==> src/rtl/dmem_arbiter.sv <==
// dmem_arbiter
//   Shares one synchronous data-memory port between two single-beat masters.
//   Master 0 (CPU MEM stage) has priority; master 1 (DMA/debug loader) is
//   forced through after MAX_WAIT consecutive master-0 grants it sat through.
//   Each transaction runs IDLE -> ISSUE (-> RESP for reads) -> IDLE, so at
//   most one transaction is outstanding and there is always an IDLE cycle
//   between two transactions.
//
// Ports
//   clk, reset        clock, synchronous active-high reset
//   m_req[1:0]        per-master request, held with its command until m_gnt
//   m_we[1:0]         per-master write(1)/read(0)
//   m_addr            {m1,m0} byte addresses, AW bits each
//   m_wdata           {m1,m0} 32-bit lane-aligned write data
//   m_byteen          {m1,m0} 4-bit byte enables (writes only)
//   m_gnt[1:0]        one-cycle pulse in ISSUE for the owning master
//   m_rvalid[1:0]     one-cycle pulse in RESP for the owning master
//   m_rdata           read data, valid with m_rvalid
//   m_stall[1:0]      m_req & ~m_gnt
//   mem_addr          word address (byte address [AW-1:2])
//   mem_wdata         write data to memory
//   mem_byteen        byte write enables, nonzero only in a write ISSUE
//   mem_rdata         memory read data, valid the cycle after the address
module dmem_arbiter #(
  parameter int AW       = 32,
  parameter int MAX_WAIT = 4
) (
  input  logic            clk,
  input  logic            reset,
  input  logic [1:0]      m_req,
  input  logic [1:0]      m_we,
  input  logic [2*AW-1:0] m_addr,
  input  logic [63:0]     m_wdata,
  input  logic [7:0]      m_byteen,
  output logic [1:0]      m_gnt,
  output logic [1:0]      m_rvalid,
  output logic [31:0]     m_rdata,
  output logic [1:0]      m_stall,
  output logic [AW-3:0]   mem_addr,
  output logic [31:0]     mem_wdata,
  output logic [3:0]      mem_byteen,
  input  logic [31:0]     mem_rdata
);

  localparam int WW = $clog2(MAX_WAIT + 1);
  localparam logic [WW-1:0] WAIT_MAX = WW'(MAX_WAIT);
  localparam logic [WW-1:0] WAIT_ONE = {{(WW-1){1'b0}}, 1'b1};

  typedef enum logic [1:0] {
    IDLE  = 2'd0,
    ISSUE = 2'd1,
    RESP  = 2'd2
  } state_t;

  state_t        state, state_nxt;
  logic          owner, owner_nxt;
  logic [WW-1:0] wait_cnt, wait_nxt;
  logic          lat_we, lat_we_nxt;
  logic [AW-3:0] lat_addr, lat_addr_nxt;
  logic [31:0]   lat_wdata, lat_wdata_nxt;
  logic [3:0]    lat_byteen, lat_byteen_nxt;
  logic          pick_m1;

  // Byte-offset bits are meaningless for a word-wide memory.
  logic [3:0]    unused_addr_lsb;
  assign unused_addr_lsb = {m_addr[AW+1:AW], m_addr[1:0]};

  // Master 1 wins when it has been starved long enough or master 0 is silent.
  assign pick_m1 = m_req[1] & ((wait_cnt == WAIT_MAX) | ~m_req[0]);

  // State, owner, starvation counter and latched command registers.
  always_ff @(posedge clk) begin
    if (reset) begin
      state      <= IDLE;
      owner      <= 1'b0;
      wait_cnt   <= '0;
      lat_we     <= 1'b0;
      lat_addr   <= '0;
      lat_wdata  <= 32'h0000_0000;
      lat_byteen <= 4'b0000;
    end else begin
      state      <= state_nxt;
      owner      <= owner_nxt;
      wait_cnt   <= wait_nxt;
      lat_we     <= lat_we_nxt;
      lat_addr   <= lat_addr_nxt;
      lat_wdata  <= lat_wdata_nxt;
      lat_byteen <= lat_byteen_nxt;
    end
  end

  // Next-state: arbitration, command capture and starvation bookkeeping.
  always_comb begin
    state_nxt      = state;
    owner_nxt      = owner;
    wait_nxt       = wait_cnt;
    lat_we_nxt     = lat_we;
    lat_addr_nxt   = lat_addr;
    lat_wdata_nxt  = lat_wdata;
    lat_byteen_nxt = lat_byteen;
    case (state)
      IDLE: begin
        if (m_req != 2'b00) begin
          state_nxt = ISSUE;
          owner_nxt = pick_m1;
          if (pick_m1) begin
            lat_we_nxt     = m_we[1];
            lat_addr_nxt   = m_addr[2*AW-1:AW+2];
            lat_wdata_nxt  = m_wdata[63:32];
            lat_byteen_nxt = m_byteen[7:4];
            wait_nxt       = '0;
          end else begin
            lat_we_nxt     = m_we[0];
            lat_addr_nxt   = m_addr[AW-1:2];
            lat_wdata_nxt  = m_wdata[31:0];
            lat_byteen_nxt = m_byteen[3:0];
            // Count only the m0 grants that master 1 actually waited through.
            if (m_req[1]) begin
              wait_nxt = (wait_cnt == WAIT_MAX) ? wait_cnt : wait_cnt + WAIT_ONE;
            end else begin
              wait_nxt = '0;
            end
          end
        end else begin
          wait_nxt = '0;
        end
      end
      ISSUE: begin
        state_nxt = lat_we ? IDLE : RESP;
      end
      RESP: begin
        state_nxt = IDLE;
      end
      default: begin
        state_nxt = IDLE;
      end
    endcase
  end

  // Output decode; reset suppresses handshakes and writes in the same cycle.
  always_comb begin
    m_gnt      = 2'b00;
    m_rvalid   = 2'b00;
    m_rdata    = 32'h0000_0000;
    mem_byteen = 4'b0000;
    case (state)
      ISSUE: begin
        if (!reset) begin
          m_gnt[owner] = 1'b1;
          mem_byteen   = lat_we ? lat_byteen : 4'b0000;
        end else begin
          m_gnt      = 2'b00;
          mem_byteen = 4'b0000;
        end
      end
      RESP: begin
        if (!reset) begin
          m_rvalid[owner] = 1'b1;
          m_rdata         = mem_rdata;
        end else begin
          m_rvalid = 2'b00;
          m_rdata  = 32'h0000_0000;
        end
      end
      default: begin
        m_gnt = 2'b00;
      end
    endcase
  end

  assign m_stall   = m_req & ~m_gnt;
  assign mem_addr  = lat_addr;
  assign mem_wdata = lat_wdata;

endmodule

==> config.mk <==
export PLATFORM = sky130hd
export DESIGN_NAME = dmem_arbiter
export DESIGN_NICKNAME = d
export VERILOG_FILES = /design/src/rtl/dmem_arbiter.sv
export SDC_FILE = /design/constraint.sdc
export NUM_CORES = 1
export LEC_CHECK = 0
export ABC_AREA = 1
export CORE_AREA = 2 2 106 108
export CTS_BUF_LIST = sky130_fd_sc_hd__clkbuf_4
export DETAILED_ROUTE_END_ITERATION = 6
export DIE_AREA = 0 0 108 110
export GPL_TIMING_DRIVEN = 0
export PLACE_DENSITY_LB_ADDON = 0.08
export SLEW_MARGIN = 25
export SYNTH_ARGS = -nofsm -noshare
export SYNTH_HDL_FRONTEND = slang
export SYNTH_SLANG_ARGS = --single-unit
==> constraint.sdc <==
create_clock -name clk -period 2.9 [get_ports clk]
set_input_delay 0.58 -clock clk [delete_from_list [all_inputs] [get_ports clk]]
set_output_delay 0.58 -clock clk [all_outputs]
set_load 0.005 [all_outputs]
==> qor.txt <==
Die W: 108 um
most common cell in the synthesized netlist: nor2_1
initial antenna violation count: 0
Seq/Total Area, Yosys: 34.5%
CTS Root Cell: clkbuf_4
Mapped Nets: 888
synth-to-layout area growth: 71.9%
post-DR vias/cell: 4.68
GR Util met1: 31.6%
startpoint types: register
met2 Use GR: 43.4%
CP max-delay cell: clkdlybuf4s50_1
via count: 5335
Synth area leader: dfxtp_1
Max-Cap Viols: 0
vias in the first global route: 4904
Slew Limit Fails: 0
post-detail-place hpwl: 12000 um
site row count: 38
max incr delay on CP: 0.58 ns
routed wire length: 15700 um
Max clock buf depth: 2
Starting Density: 39.5%
pre-CTS setup slack: -0.284 ns
Reg clk slew, reported paths: 0.13 ns
antenna diode count: 0
worst r2r dst: mem_addr[10]$_SDFFE_PP0P_
largest net degree at the start of global routing: 13
Worst setup EP type: primary output
setup violators final: 0
I/O Pins: 278
synthesized area per cell: 5.94 um^2
reg2reg start: wait_cnt[0]$_SDFFE_PP0P_
Worst Max-Slew Pin Slew: 0.511 ns
Hold Crit Class: reg2reg
Post-synth EDFFs: 0
fin crit share: 92.1%
GP Congestion: 0.839
pwr dens: 387 mW/mm^2
Synth Register Bits: 73
first-pass GRT wire length: 24200 um
hold_buf cts: 0
R2R depth: 9
I/O Buffers: 273
Initial DRT Pass Iterations: 5
DRT iter0 DRCs: 300
critical path class: reg2out
area share of the largest cell type after synthesis: 34.5%
status: complete, no violations
R2R setup slack: 1.15 ns
CP required: 2.32 ns
ys async rst share: 0%
mapped cell area: 0.00423 mm^2
fmax: 374 MHz
crit path cell chain: inv_2 -> nor2_1 -> inv_1 -> nor3_1 -> clkdlybuf4s50_1
layout cells sized above 1: 4.30%
Ys Warns: 0
synthesized instance count: 712
DRC: 0
TritonCTS Buffers: 9
Hold Path Sink: state[1]$_SDFFE_PP0P_
CP top delay family: buffers and inverters
Leakage: 3.33 nW
Final Skew: 0.0194 ns
main area contributors after synthesis: dfxtp_1 35%, nor2_1 16%, inv_1 9.6%, nand3_1 8.5%, o21ai_0 8.3%
CTS tree: yes
HP Start: lat_we$_SDFFE_PP0P_
RSZ-0062 raised after global routing: false
Layout Nets: 1172
Post-synth top cells: 178 x nor2_1, 108 x inv_1, 78 x nand2_1
dominant synthesized flop cell: dfxtp_1
Antenna Nets Post-Route: 0
GRT busiest layer: met2
CTS Sinks: 73
Worst Hold Path Cells: 1
Hold Slack: 0.515 ns
FILL cells: 1016
worst skew pair latency: 0.44 ns
area of the core: 0.0107 mm^2
H-tree depth: 3
Max transition margin: 65.9%
Final min period: 2.67 ns
worst path bufs/invs: 3
post-route setup slack: 0.228 ns
Fin. Hold Viols: 0
Remaining Overflow, GRT: 0
die area: 0.0119 mm^2
Yosys cell types: 21
M3 GR Usage: 7.76%
GRT Total Usage: 25.9%
crit path max fanout: 5
Critical Path Start: state[0]$_SDFFE_PP0P_
Routed WL per cell: 13.8 um
Worst IR Drop VDD: 236 uV
die height: 110 um
CP Data Arrival Time: 2.09 ns
## final cells by class
type | instances | area (um^2) | area share, %
Sequential cell | 73 | 1460 | 20.1
Clock buffer | 9 | 67.6 | 0.929
Buffer | 53 | 262 | 3.60
Multi-Input combinational cell | 476 | 2090 | 28.8
Timing Repair Buffer | 273 | 2730 | 37.6
Tap cell | 140 | 175 | 2.41
Inverter | 110 | 418 | 5.75
Clock inverter | 7 | 61.3 | 0.843
## per-stage QoR
step	instances	TNS [ns]	instance area (um^2)	utilization (%)	power, mW
after floorplan	712	0	4230	-	1.62
after global placement	1125	-6.83	7140	66.7	2.18
after detailed placement	1125	-8.12	7140	66.7	2.19
after CTS	1141	0	7270	68.0	2.82
after global routing	1141	0	7270	68.0	2.98
final	1141	0	7270	68.0	2.81
## how the worst max path moves through the flow
stage | depth (start not counted) | slack (ns) | endpoint
final | 5 | 0.23 | m_gnt[0]
after global routing | 5 | 0.09 | m_gnt[0]
after detailed placement | 6 | -0.28 | m_rdata[30]
after floorplan | 4 | 1.18 | m_rdata[10]
after CTS | 5 | 0.23 | m_gnt[0]
after global placement | 6 | -0.25 | m_rvalid[0]
## metal layers
metal | share of wire [%] | wire length (um)
met3 | 8.9 | 1400
met4 | 2.5 | 398
met5 | 0 | 0
met2 | 46 | 7270
met1 | 42 | 6670
## cells in the final DEF (no fill, tap or decap)
master,netlist,routed
buf_1,7,7
a21o_1,1,1
dfxtp_1,73,73
nand2_1,78,78
clkinv_2,0,4
buf_2,11,11
dlygate4sd2_1,0,1
inv_2,1,1
ha_1,2,2
nor2_1,178,178
inv_1,108,108
nor3_1,3,3
nand3_2,1,1
clkinv_4,0,1
clkbuf_4,0,9
buf_6,1,1
nor2_4,1,1
buf_4,11,11
clkbuf_1,23,23
nand3b_1,1,1
o21ai_0,70,70
clkinvlp_4,0,1
clkinv_1,1,1
clkdlybuf4s50_1,0,272
bufinv_16,0,1
a21oi_1,68,68
nand2_2,1,1
nand3_1,72,72
## timing repair
action	4_1_cts	5_1_grt
resized for setup	3	0
buffers inserted	0	0
setup endpoints to repair	38	0
## cells by family (layout without fill, tap and decap cells)
logic type | after synthesis | in the layout | synth area share, %
buffers and inverters | 163 | 452 | 15.9
AOI/OAI and AO/OA | 139 | 139 | 16.5
and+or+nand+nor | 335 | 335 | 32.4
DFF | 73 | 73 | 34.5
adders and majority gates | 2 | 2 | 0.591
## power breakdown
group / leakage (nW) / internal [mW] / switching (mW)
logic: 2.66 / 0.556 / 0.442
clock network: 0.0729 / 0.254 / 0.382
registers: 0.606 / 1.12 / 0.0565
total: 3.33 / 1.93 / 0.880
## sequential cells by signal (all words and copies together) (netlist names)
signal	flops
mem_wdata	32
mem_addr	30
lat_byteen	4
wait_cnt	3
state	2
lat_we	1
owner	1
(Power assumes the default switching activity.)
